## src/rtl/mw93_pkg.sv

```systemverilog
// rtl/mw93_pkg.sv - shared FSM states, opcodes and command-header helper for the Microwire read master
package mw93_pkg;

  typedef enum logic [2:0] {
    IDLE,
    CMD,
    DUMMY,
    DATA,
    DONE,
    GAP
  } state_e;

  typedef enum logic [1:0] {
    OP_WRITE = 2'b01,
    OP_READ  = 2'b10,
    OP_ERASE = 2'b11
  } op_e;

  localparam logic START_BIT = 1'b1;

  function automatic logic [2:0] cmd_hdr(input op_e op);
    return {START_BIT, op};
  endfunction

endpackage

```

## src/rtl/mw93_sk_gen.sv

```systemverilog
// rtl/mw93_sk_gen.sv - SK divider: level plus single-cycle rise/fall strobes, running only while enabled
module mw93_sk_gen #(
  parameter int SK_DIV = 4
) (
  input  logic clk,
  input  logic rst_n,
  input  logic i_en,
  output logic o_sk,
  output logic o_sk_rise,
  output logic o_sk_fall
);

  localparam int CNT_W = (SK_DIV > 1) ? $clog2(SK_DIV) : 1;

  logic [CNT_W-1:0] r_cnt;
  logic             r_sk;
  logic             w_tick;

  assign w_tick = i_en && (r_cnt == CNT_W'(SK_DIV - 1));

  // Dropping the enable parks SK low and restarts the half-period count.
  always_ff @(posedge clk) begin
    if (!rst_n || !i_en) begin
      r_cnt <= '0;
      r_sk  <= 1'b0;
    end else if (w_tick) begin
      r_cnt <= '0;
      r_sk  <= ~r_sk;
    end else begin
      r_cnt <= r_cnt + 1'b1;
    end
  end

  assign o_sk      = r_sk;
  assign o_sk_rise = w_tick && !r_sk;
  assign o_sk_fall = w_tick && r_sk;

endmodule

```

## src/rtl/mw93_read_ctrl.sv

```systemverilog
// rtl/mw93_read_ctrl.sv - Microwire 93xx READ master; MW93_DUMMY_CHECK_EN adds err for a nonzero dummy bit
module mw93_read_ctrl
  import mw93_pkg::*;
#(
  parameter int ADDR_W  = 6,
  parameter int DATA_W  = 16,
  parameter int SK_DIV  = 4,
  parameter int CS_IDLE = 2
) (
  input  logic              clk,
  input  logic              rst_n,
  input  logic              req,
  input  logic [ADDR_W-1:0] addr,
  output logic              ready,
  output logic              rvalid,
  output logic [DATA_W-1:0] rdata,
  output logic              mw_cs,
  output logic              mw_sk,
  output logic              mw_di,
`ifdef MW93_DUMMY_CHECK_EN
  output logic              err,
`endif
  input  logic              mw_do
);

  localparam int CMD_W   = 3 + ADDR_W;
  localparam int BIT_W   = $clog2(3 + ADDR_W + DATA_W + 1);
  localparam int GAP_CLK = CS_IDLE * 2 * SK_DIV;
  localparam int GAP_W   = $clog2(GAP_CLK + 1);

  state_e            r_state;
  state_e            w_state_nxt;
  logic              r_ready;
  logic              r_rvalid;
  logic [DATA_W-1:0] r_rdata;
  logic [DATA_W-1:0] r_sr;
  logic [CMD_W-1:0]  r_cmd;
  logic [BIT_W-1:0]  r_bit;
  logic [GAP_W-1:0]  r_gap;
  logic              r_cs;
  logic              w_sk;
  logic              w_sk_rise;
  logic              w_sk_fall;
`ifdef MW93_DUMMY_CHECK_EN
  logic              r_dummy;
  logic              r_err;
`endif

  mw93_sk_gen #(
    .SK_DIV(SK_DIV)
  ) u_sk_gen (
    .clk      (clk),
    .rst_n    (rst_n),
    .i_en     (r_cs),
    .o_sk     (w_sk),
    .o_sk_rise(w_sk_rise),
    .o_sk_fall(w_sk_fall)
  );

  always_ff @(posedge clk) begin
    if (!rst_n) r_state <= IDLE;
    else        r_state <= w_state_nxt;
  end

  always_comb begin
    w_state_nxt = r_state;
    case (r_state)
      IDLE:    if (req && r_ready) w_state_nxt = CMD;
      CMD:     if (w_sk_fall && r_bit == BIT_W'(CMD_W - 1)) w_state_nxt = DUMMY;
      DUMMY:   if (w_sk_rise) w_state_nxt = DATA;
      DATA:    if (w_sk_fall && r_bit == BIT_W'(DATA_W)) w_state_nxt = DONE;
      DONE:    w_state_nxt = GAP;
      GAP:     if (r_gap == GAP_W'(GAP_CLK - 1)) w_state_nxt = IDLE;
      default: w_state_nxt = IDLE;
    endcase
  end

  // The command word shifts out MSB first and empties to zero, so DI idles low afterwards.
  always_ff @(posedge clk) begin
    if (!rst_n) begin
      r_ready  <= 1'b1;
      r_rvalid <= 1'b0;
      r_rdata  <= '0;
      r_sr     <= '0;
      r_cmd    <= '0;
      r_bit    <= '0;
      r_gap    <= '0;
      r_cs     <= 1'b0;
`ifdef MW93_DUMMY_CHECK_EN
      r_dummy  <= 1'b0;
      r_err    <= 1'b0;
`endif
    end else begin
      r_rvalid <= 1'b0;
      case (r_state)
        IDLE: begin
          if (req && r_ready) begin
            r_ready <= 1'b0;
            r_cs    <= 1'b1;
            r_cmd   <= {cmd_hdr(OP_READ), addr};
            r_bit   <= '0;
          end
        end
        CMD: begin
          if (w_sk_fall) begin
            r_cmd <= r_cmd << 1;
            r_bit <= (r_bit == BIT_W'(CMD_W - 1)) ? '0 : r_bit + 1'b1;
          end
        end
`ifdef MW93_DUMMY_CHECK_EN
        DUMMY: begin
          if (w_sk_rise) r_dummy <= mw_do;
        end
`endif
        DATA: begin
          if (w_sk_rise && r_bit != BIT_W'(DATA_W)) begin
            r_sr  <= {r_sr[DATA_W-2:0], mw_do};
            r_bit <= r_bit + 1'b1;
          end
        end
        DONE: begin
          r_cs     <= 1'b0;
          r_rdata  <= r_sr;
          r_rvalid <= 1'b1;
          r_gap    <= '0;
`ifdef MW93_DUMMY_CHECK_EN
          r_err    <= r_dummy;
`endif
        end
        GAP: begin
          r_gap <= r_gap + 1'b1;
          if (r_gap == GAP_W'(GAP_CLK - 1)) r_ready <= 1'b1;
        end
        default: ;
      endcase
    end
  end

  assign ready  = r_ready;
  assign rvalid = r_rvalid;
  assign rdata  = r_rdata;
  assign mw_cs  = r_cs;
  assign mw_sk  = w_sk;
  assign mw_di  = r_cmd[CMD_W-1];
`ifdef MW93_DUMMY_CHECK_EN
  assign err    = r_err;
`endif

endmodule

```

## config.mk

```make
export PLATFORM = sky130hd
export DESIGN_NAME = mw93_read_ctrl
export DESIGN_NICKNAME = d
export VERILOG_FILES = /design/src/rtl/mw93_pkg.sv /design/src/rtl/mw93_sk_gen.sv /design/src/rtl/mw93_read_ctrl.sv
export SDC_FILE = /design/constraint.sdc
export NUM_CORES = 1
export LEC_CHECK = 0
export CORE_MARGIN = 4
export CORE_UTILIZATION = 48
export CTS_CLUSTER_DIAMETER = 50
export DETAILED_ROUTE_END_ITERATION = 7
export GPL_TIMING_DRIVEN = 0
export PLACE_DENSITY = 0.82
export SLEW_MARGIN = 20
export SYNTH_ARGS = -nofsm -noshare
export SYNTH_HDL_FRONTEND = slang
export SYNTH_SLANG_ARGS = --single-unit
```

## constraint.sdc

```tcl
create_clock -name clk -period 4.5 [get_ports clk]
set_input_delay 1.125 -clock clk [delete_from_list [all_inputs] [get_ports clk]]
set_output_delay 1.125 -clock clk [all_outputs]
set_load 0.03 [all_outputs]
```

* Word-level counts from Yosys, hierarchy flattened
Index checks and enable logic that the tools add are counted.
** Storage, ports and cells
- Bits in registers :: 60
- Input bits :: 10
- Output and inout bits :: 21
- Word-level logic and storage cells :: 77
** Cells by class
- Add/subtract/negate cells :: 3
- Equality and inequality tests :: 17
- Mux-type cells :: 21
- Bitwise gates (word level) :: 1
- Reduce and logical (&&, ||, !) cells :: 24
** Operators with widths (count)
- 5-bit two-way mux :: 4
- 9-bit two-way mux :: 2
- 3-bit one-hot mux with 6 select lines :: 1
- 9-bit one-hot mux with 2 select lines :: 1
- 3-bit two-way mux :: 5
- 5-bit one-hot mux with 3 select lines :: 1
- 2-bit inequality test, second input constant :: 7
- 5-bit by 1-bit adder with 5-bit output, second input constant :: 2
- 5-bit by 4-bit equality test with 1-bit output, second input constant :: 2
- 5-bit one-hot mux with 2 select lines :: 1
- 2-bit nonzero test :: 4
- 1-bit logical AND :: 7
- 3-bit by 2-bit equality test with 1-bit output, second input constant :: 2
- 3-bit equality test, second input constant :: 2
- 3-bit AND reduction :: 2
- 5-bit equality test, second input constant :: 1
- 5-bit inequality test, second input constant :: 1
- 5-bit AND reduction :: 1
- 1-bit two-way mux :: 4
- 1-bit one-hot mux with 2 select lines :: 2
- 2-bit AND reduction :: 2
- 4-bit AND reduction :: 1
- 3-bit by 1-bit equality test with 1-bit output, second input constant :: 1
- 1-bit logical NOT :: 3
- other kinds (7) :: 7

* Depth between registers and ports, before layout
Gate-level depths: netlist (run 1).
- Depth after elaboration :: 6
- Mapped depth :: 7
- Depth with buffers taken out :: 7

* Hierarchy
A second synthesis (run 1) with hierarchy kept.
** Second synthesis, totals
- Cells, all modules :: 287
- Area total of the unflattened synthesis :: 2635.0 um^2
** By module, submodules not included
- mw93_read_ctrl :: times used 1, cells an instance 275, area an instance 2518.7 um^2, seq. area each 1141.1 um^2
- mw93_sk_gen :: times used 1, cells an instance 12, area an instance 116.4 um^2, seq. area each 60.1 um^2

* Least setup slack after synthesis (run 1)
No wires, ideal clock.
- Kind :: input -> register
- Start :: in req
- End :: reg r_bit[3]
- Library setup time :: 0.117 ns
- Arrival :: 1.998 ns
- Required time :: 4.383 ns
- Slack :: 2.384 ns
- Stages :: 5
- Path buffers :: 1
- Path through :: nand3b_4 > a211oi_4 > buf_6 > o22ai_1 > a32o_1
** Between the ends
- Longest elaborated chain between the ends :: 3
** Ends and longest elaborated chain
- start, declared :: line mw93_read_ctrl.sv:12 : input logic req,
- 1-bit logical AND :: line mw93_read_ctrl.sv:97 : if (req && r_ready) begin
- 2-bit inequality test (no line)
- 4-bit AND reduction (no line)
- end signal, assigned :: line mw93_read_ctrl.sv:107 : r_bit <= (r_bit == BIT_W'(CMD_W - 1)) ? '0 : r_bit + 1'b1;
- end signal, assigned :: line mw93_read_ctrl.sv:118 : r_bit <= r_bit + 1'b1;
- end, declared :: line mw93_read_ctrl.sv:38 : logic [BIT_W-1:0] r_bit;
Every way passes these cells.
A chain may end at the register's enable or synchronous reset.

* Final worst setup path (run 1)
- Start :: reg r_ready (netlist: ready)
- End :: out ready
** RTL lines
- start, declared :: line mw93_read_ctrl.sv:33 : logic r_ready;
- start signal, assigned :: line mw93_read_ctrl.sv:81 : r_ready <= 1'b1;
- start signal, assigned :: line mw93_read_ctrl.sv:98 : r_ready <= 1'b0;
- start signal, assigned :: line mw93_read_ctrl.sv:132 : if (r_gap == GAP_W'(GAP_CLK - 1)) r_ready <= 1'b1;
- end, declared :: line mw93_read_ctrl.sv:14 : output logic ready,
No word-level cell between the ends.

==> flow_metrics.tcl, run 1 <==
set metrics [dict create \
    worstHoldStart "u_sk_gen.r_cnt[0]$_SDFF_PP0_" \
    grt.met3_usage_pct 5.43 \
    synth_top_family_by_area "simple AND/OR/NAND/NOR gates" \
    dieHeight_um 80.9 \
    clock_path_buffers 2 \
    max_freq_mhz 376 \
    synthToLayoutAreaGrowth_pct 22.3 \
    grt_antenna_before_repair 0 \
    worst_slew_pin_slew_ns 0.546 \
    drc 0 \
    pin_count 31 \
    die_area_um2 6540 \
    max_stage_delay_ns 0.73 \
    whs_ns 0.431 \
    grt_pass1_vias 2170 \
    ant_nets 0 \
    grt_max_degree 11 \
    yosysMostFrequentCell "dfxtp_1" \
    worst-path-max-fanout 6 \
    r2r_end "r_bit[2]$_SDFFE_PN0P_" \
    vias_per_cell 5.33 \
    htreeDepth 3 \
    yosysTopAreaCell "dfxtp_1" \
    critPathKind "flop to output port" \
    yosysWarnings 0 \
    drt-wirelength-per-cell_um 13.6 \
    fin_tns_setup_ns 0 \
    swShare_pct 22.4 \
    synth-main-ff-cell "dfxtp_1" \
    fp.dieW_um 80.9 \
    num_rows 26 \
    postCtsSetupRepairBufs 0 \
    worstHoldEndpoint "u_sk_gen.r_cnt[0]$_SDFF_PP0_" \
    grt_util_met2_pct 31.1 \
    path_delay_family "buffers and inverters" \
    synth-simple-area-share_pct 22.6 \
    synthAdderAreaFrac_pct 2.45 \
    clock-sinks 60 \
    run_status "completed" \
    p_leak_nw 1.18 \
    r2r_start "r_bit[0]$_SDFFE_PN0P_" \
    netlist_area_um2 2550 \
    drtIter0Drc 139 \
    fin_skew_ns 0.00885 \
    nNetsFinal 341 \
    drive_gt1_share_pct 9.42 \
    clock_latency_ns 0.34 \
    grt-ovfl-total 0 \
    synthXorXnorAreaFrac_pct 0.343 \
    max_cap_violations 0 \
    async_flop_share_pct 0 \
    total_power_mw 1.10 \
    dpl.hpwl_um 3770 \
    synthMuxAreaShare_pct 7.95 \
    holdBufCountCts 0 \
    crit_chain "clkdlybuf4s50_1" \
    dr.pass1.iters 4 \
    synth_top_area_share_pct 47.1 \
    cts_resized 0 \
    cts-root-buf "clkbuf_8" \
    worstHoldPathCells 1 \
    postSynthAreaPerCell_um2 8.92 \
    pwr-share-comb_pct 6.8 \
    ir_drop_mv 0.241 \
    post-route-period-util_pct 59.1 \
    portBuffers 29 \
    place_congestion 0.875 \
    diodes 0 \
    grt_pass1_wl_um 9630 \
    final.min_clock_period_ns 2.66 \
    end_kind "output port" \
    cp_slowest_cell "clkdlybuf4s50_1" \
    startpoint_type "flop" \
    powerDensity_nw_per_um2 352 \
    worstPathArrival_ns 1.53 \
    path_depth 1 \
    hold_class "flop to flop" \
    track_usage_pct 18.9 \
    vias 2128 \
    regToRegSetupSlack_ns 2.58 \
    routed_wl_um 5420 \
    setup_viol 0 \
    grt_use_met1_pct 23.0 \
    relSlewSlack_pct 63.2 \
    syn_inst 286 \
    yosys-top-cells-area "dfxtp_1 (47%), mux2i_1 (7.1%), nand2_1 (6.9%), nor2_1 (4.9%), a21oi_1 (4.5%)" \
    syn_nets 301 \
    fillers 453 \
    synth_edf_count 0 \
    cts_tree "yes" \
    finalMaxSlewViolations 0 \
    cts_made_buffers 9 \
    synth-compound-area-share_pct 14.4 \
    r2r_cells 6 \
    p_sw_mw 0.246 \
    crit_buf_inv 1 \
    core_area_um2 5140 \
    rsz0062_at_grt "no" \
    finalHoldViolCount 0 \
    seqPwrFrac_pct 49.9 \
    ys_ff_latch 60 \
    clockPowerShare_pct 43.3 \
    crit_required_ns 3.38 \
    synthTopCellsByCount "dfxtp_1 (60), nand2_1 (47), nor2_1 (33)" \
    grt.busiest_layer "met2" \
    initial_core_util_pct 49.6 \
    synth_cell_types 43 \
    seq_area_frac_synth_pct 47.1 \
    clk_pin_slew_ns 0.06 \
    p_int_mw 0.852 \
]
area by class of cell:
cell class,count,area (µm²),share of cell area (%)
clock buffer,12,155,4.98
tap,70,87.6,2.81
multi-input combinational,201,1220,39.1
clock inverter,2,35.0,1.12
inverter,6,22.5,0.722
buffer,19,108,3.45
sequential,60,1200,38.5
timing repair buffer,29,290,9.31
placed cells by master, fill, tap and decap left out, drive strengths merged, types with 3 or more instances in the layout:
| cell | n |
|---|---|
| a21oi | 23 |
| a311oi | 7 |
| a32o | 3 |
| and3 | 4 |
| buf | 10 |
| clkbuf | 21 |
| clkdlybuf4s50 | 29 |
| dfxtp | 60 |
| ha | 5 |
| inv | 5 |
| mux2i | 18 |
| nand2 | 47 |
| nand2b | 3 |
| nand3 | 4 |
| nor2 | 33 |
| nor2b | 8 |
| nor3 | 8 |
| o21ai | 9 |
| o22ai | 4 |
flip-flops by register name, indices dropped and copies added (netlist names):
| name | cells |
|---|---|
| mw_cs | 1 |
| r_cmd | 9 |
| r_bit | 5 |
| u_sk_gen.r_cnt | 2 |
| r_sr | 16 |
| rdata | 16 |
| r_gap | 5 |
| r_state | 3 |
| ready | 1 |
| rvalid | 1 |
| u_sk_gen.o_sk | 1 |
power groups by stage:
| stage | Combinational (mW) | Sequential (mW) | Clock, mW |
|---|---|---|---|
| 2_1_floorplan | 0.0455 | 0.563 | 0 |
| 3_3_place_gp | 0.0723 | 0.559 | 0 |
| 3_5_place_dp | 0.0739 | 0.560 | 0 |
| 4_1_cts | 0.0745 | 0.548 | 0.482 |
| 5_1_grt | 0.0835 | 0.549 | 0.513 |
| 6_report | 0.0746 | 0.548 | 0.475 |
per-layer routing:
| metal | vias to the layer above | wire (µm) |
|---|---|---|
| met5 | - | 0 |
| met4 | 0 | 72 |
| met3 | 7 | 230 |
| met2 | 49 | 2600 |
| met1 | 1003 | 2520 |
| li1 | 1069 | - |
how the worst max path moves through the flow:
stage,from,to,slack (ns)
5_1_grt,ready$_SDFFE_PN1P_,ready,1.79
3_5_place_dp,req,r_bit[3]$_SDFFE_PN0P_,1.66
2_1_floorplan,req,r_bit[3]$_SDFFE_PN0P_,2.38
6_report,ready$_SDFFE_PN1P_,ready,1.84
4_1_cts,ready$_SDFFE_PN1P_,ready,1.84
3_3_place_gp,req,r_bit[3]$_SDFFE_PN0P_,1.68
through the flow:
step	cell area, µm²	setup slack, ns	cells	utilization, %
final	3120	1.84	399	60.7
after detailed placement	2930	1.66	385	57.0
after global placement	2930	1.68	385	57.0
after floorplan	2550	2.38	286	-
after CTS	3120	1.84	399	60.7
after global routing	3120	1.79	399	60.7
kinds of logic (layout without fill, tap and decap cells):
family          after synthesis  after routing
mux                          20             20
buf+inv                      25             68
simple gates                119            119
flops                        60             60
xor+xnor                      1              1
fa+ha+maj                     5              5
compound gates               56             56
worst reg2reg max path: cells and delay by family, from the launching register on:
kind | cells | cell delay [ns]
flops | 1 | 0.33
compound gates | 3 | 1.00
buf+inv | 1 | 0.08
simple gates | 1 | 0.22
fa+ha+maj | 1 | 0.19
No activity file was read; power rests on OpenSTA's default activity.
==> inputs of run 2 (changes only) <==
--- a/config.mk
+++ b/config.mk
@@ -10,7 +10,7 @@
 export CTS_CLUSTER_DIAMETER = 50
 export DETAILED_ROUTE_END_ITERATION = 7
 export GPL_TIMING_DRIVEN = 0
-export PLACE_DENSITY = 0.82
+export PLACE_DENSITY = 0.85
 export SLEW_MARGIN = 20
 export SYNTH_ARGS = -nofsm -noshare
 export SYNTH_HDL_FRONTEND = slang
==> constraint.sdc (replaced) <==
create_clock -name clk -period 2.1 [get_ports clk]
set_input_delay 0.525 -clock clk [delete_from_list [all_inputs] [get_ports clk]]
set_output_delay 0.525 -clock clk [all_outputs]
set_load 0.03 [all_outputs]
==> run 2 against run 1 <==
  * Global-route usage shrank 0.65 points
  * Setup slack lost 1.7 ns
  * Core utilization grew 0.58 points
  * Die area is the same
  * Count of clock-buffer cells in the layout is the same
==> flow_metrics.tcl, run 2 (same netlist as run 1, synthesis figures left out) <==
set metrics [dict create \
    clock_latency_ns 0.34 \
    clock_path_buffers 2 \
    grt_pass1_vias 2067 \
    wl_met2_um 2570 \
    path_delay_family "buffers and inverters" \
    total_power_mw 2.48 \
    met3_length_um 318 \
    most-common-layout-cells "dfxtp_1 (60), nand2_1 (47), nor2_1 (33), clkdlybuf4s50_1 (28), a21oi_1 (23)" \
    wl_met1_um 2440 \
    multi_input_area_um2 1220 \
    relSlewSlack_pct 64.5 \
    pre_cts_slack_ns -0.149 \
    fin_skew_ns 0.00557 \
    holdBufCountCts 0 \
    startpoint_type "flop" \
    place_congestion 0.869 \
    whs_ns 0.432 \
    fin_tns_setup_ns 0 \
    drt-wirelength-per-cell_um 13.6 \
    portBuffers 29 \
    cts_tree "yes" \
    cp_slowest_cell "clkdlybuf4s50_1" \
    grt_max_degree 11 \
    fp.dieW_um 80.9 \
    routed_wl_um 5440 \
    grt_antenna_before_repair 0 \
    grt-ovfl-total 0 \
    crit_required_ns 1.57 \
    ant_nets 0 \
    htreeDepth 3 \
    clk_pin_slew_ns 0.06 \
    hold_class "flop to flop" \
    max_freq_mhz 499 \
    worstPathArrival_ns 1.48 \
    num_rows 26 \
    layout.cells.non_filler 401 \
    cts_resized 0 \
    crit_buf_inv 1 \
    crit_chain "clkdlybuf4s50_1" \
    synthToLayoutAreaGrowth_pct 23.5 \
    worst-path-max-fanout 6 \
    end_kind "output port" \
    dpl.hpwl_um 3710 \
    r2r_start "r_bit[0]$_SDFFE_PN0P_" \
    dieHeight_um 80.9 \
    crit_start "mw_cs$_SDFFE_PN0P_" \
    finalMaxSlewViolations 0 \
    worst_slew_pin_slew_ns 0.527 \
    diodes 0 \
    finalHoldViolCount 0 \
    vias_per_cell 5.33 \
    ir_drop_mv 0.495 \
    drc 0 \
    vias 2138 \
    top_layer_used "met4" \
    cts-root-buf "clkbuf_8" \
    setup_viol 0 \
    cts_made_buffers 9 \
    initial_core_util_pct 49.6 \
    max_cap_violations 0 \
    core_area_um2 5140 \
    dr.pass1.iters 4 \
    worstHoldStart "u_sk_gen.r_cnt[0]$_SDFF_PP0_" \
    drtIter0Drc 161 \
    pin_count 31 \
    track_usage_pct 18.3 \
    die_area_um2 6540 \
    nNetsFinal 341 \
    fillers 444 \
    final.min_clock_period_ns 2.00 \
    layout_setup_ws_ns 0.0959 \
    max_stage_delay_ns 0.72 \
    post-route-period-util_pct 95.4 \
    dp.cells 385 \
    grt_pass1_wl_um 9200 \
    p_leak_nw 1.19 \
    final_common_cell "dfxtp_1" \
    clock-sinks 60 \
    postCtsSetupRepairBufs 0 \
    run_status "completed" \
    critPathKind "flop to output port" \
    drive_gt1_share_pct 9.67 \
    powerDensity_nw_per_um2 789 \
    rsz0062_at_grt "no" \
    regArea_um2 1200 \
]
-- run 2: changes by cell type in the layout (fill, tap and decap cells not counted), sizes merged --
cell,previous run,this run
clkdlybuf4s50,29,28
clkinvlp,0,1
dlymetal6s2s,0,1
bufinv,1,2
-- run 2: area by class of cell --
| class | instances | share of cell area, % |
|---|---|---|
| Timing Repair Buffer | 29 | 9.30 |
| Buffer | 19 | 3.42 |
| Inverter | 6 | 0.715 |
| Sequential cell | 60 | 38.2 |
| Multi-Input combinational cell | 201 | 38.7 |
| Clock inverter | 4 | 2.31 |
| Clock buffer | 12 | 4.61 |
| Tap cell | 70 | 2.78 |
-- run 2: power breakdown --
group / internal, mW / switching [mW] / leakage, nW / total (mW)
clock: 0.699 / 0.452 / 0.107 / 1.15
sequential: 1.16 / 0.0146 / 0.486 / 1.17
combinational: 0.0686 / 0.0899 / 0.601 / 0.159
-- run 2: layer usage --
metal | global-route usage (%) | vias up
li1 | - | 1071
met1 | 22.3 | 1003
met2 | 29.0 | 54
met3 | 6.54 | 10
met4 | 7.77 | 0
met5 | 0 | -
-- run 2: path summary, 6_finish.rpt --
| check | cells after the start | to | slack (ns) |
|---|---|---|---|
| setup / recovery | 1 | mw_cs | 0.1 |
| hold / removal | 1 | u_sk_gen.r_cnt[0]$_SDFF_PP0_ | 0.43 |
| setup reg to reg | 6 | r_bit[3]$_SDFFE_PN0P_ | 0.22 |
| hold reg to reg | 1 | u_sk_gen.r_cnt[0]$_SDFF_PP0_ | 0.43 |
-- run 2: metrics by stage --
step	utilization [%]	instance area [µm²]
global placement	57.0	2930
floorplan	-	2550
detailed placement	57.0	2930
global route	61.2	3150
finish	61.2	3150
CTS	61.2	3150
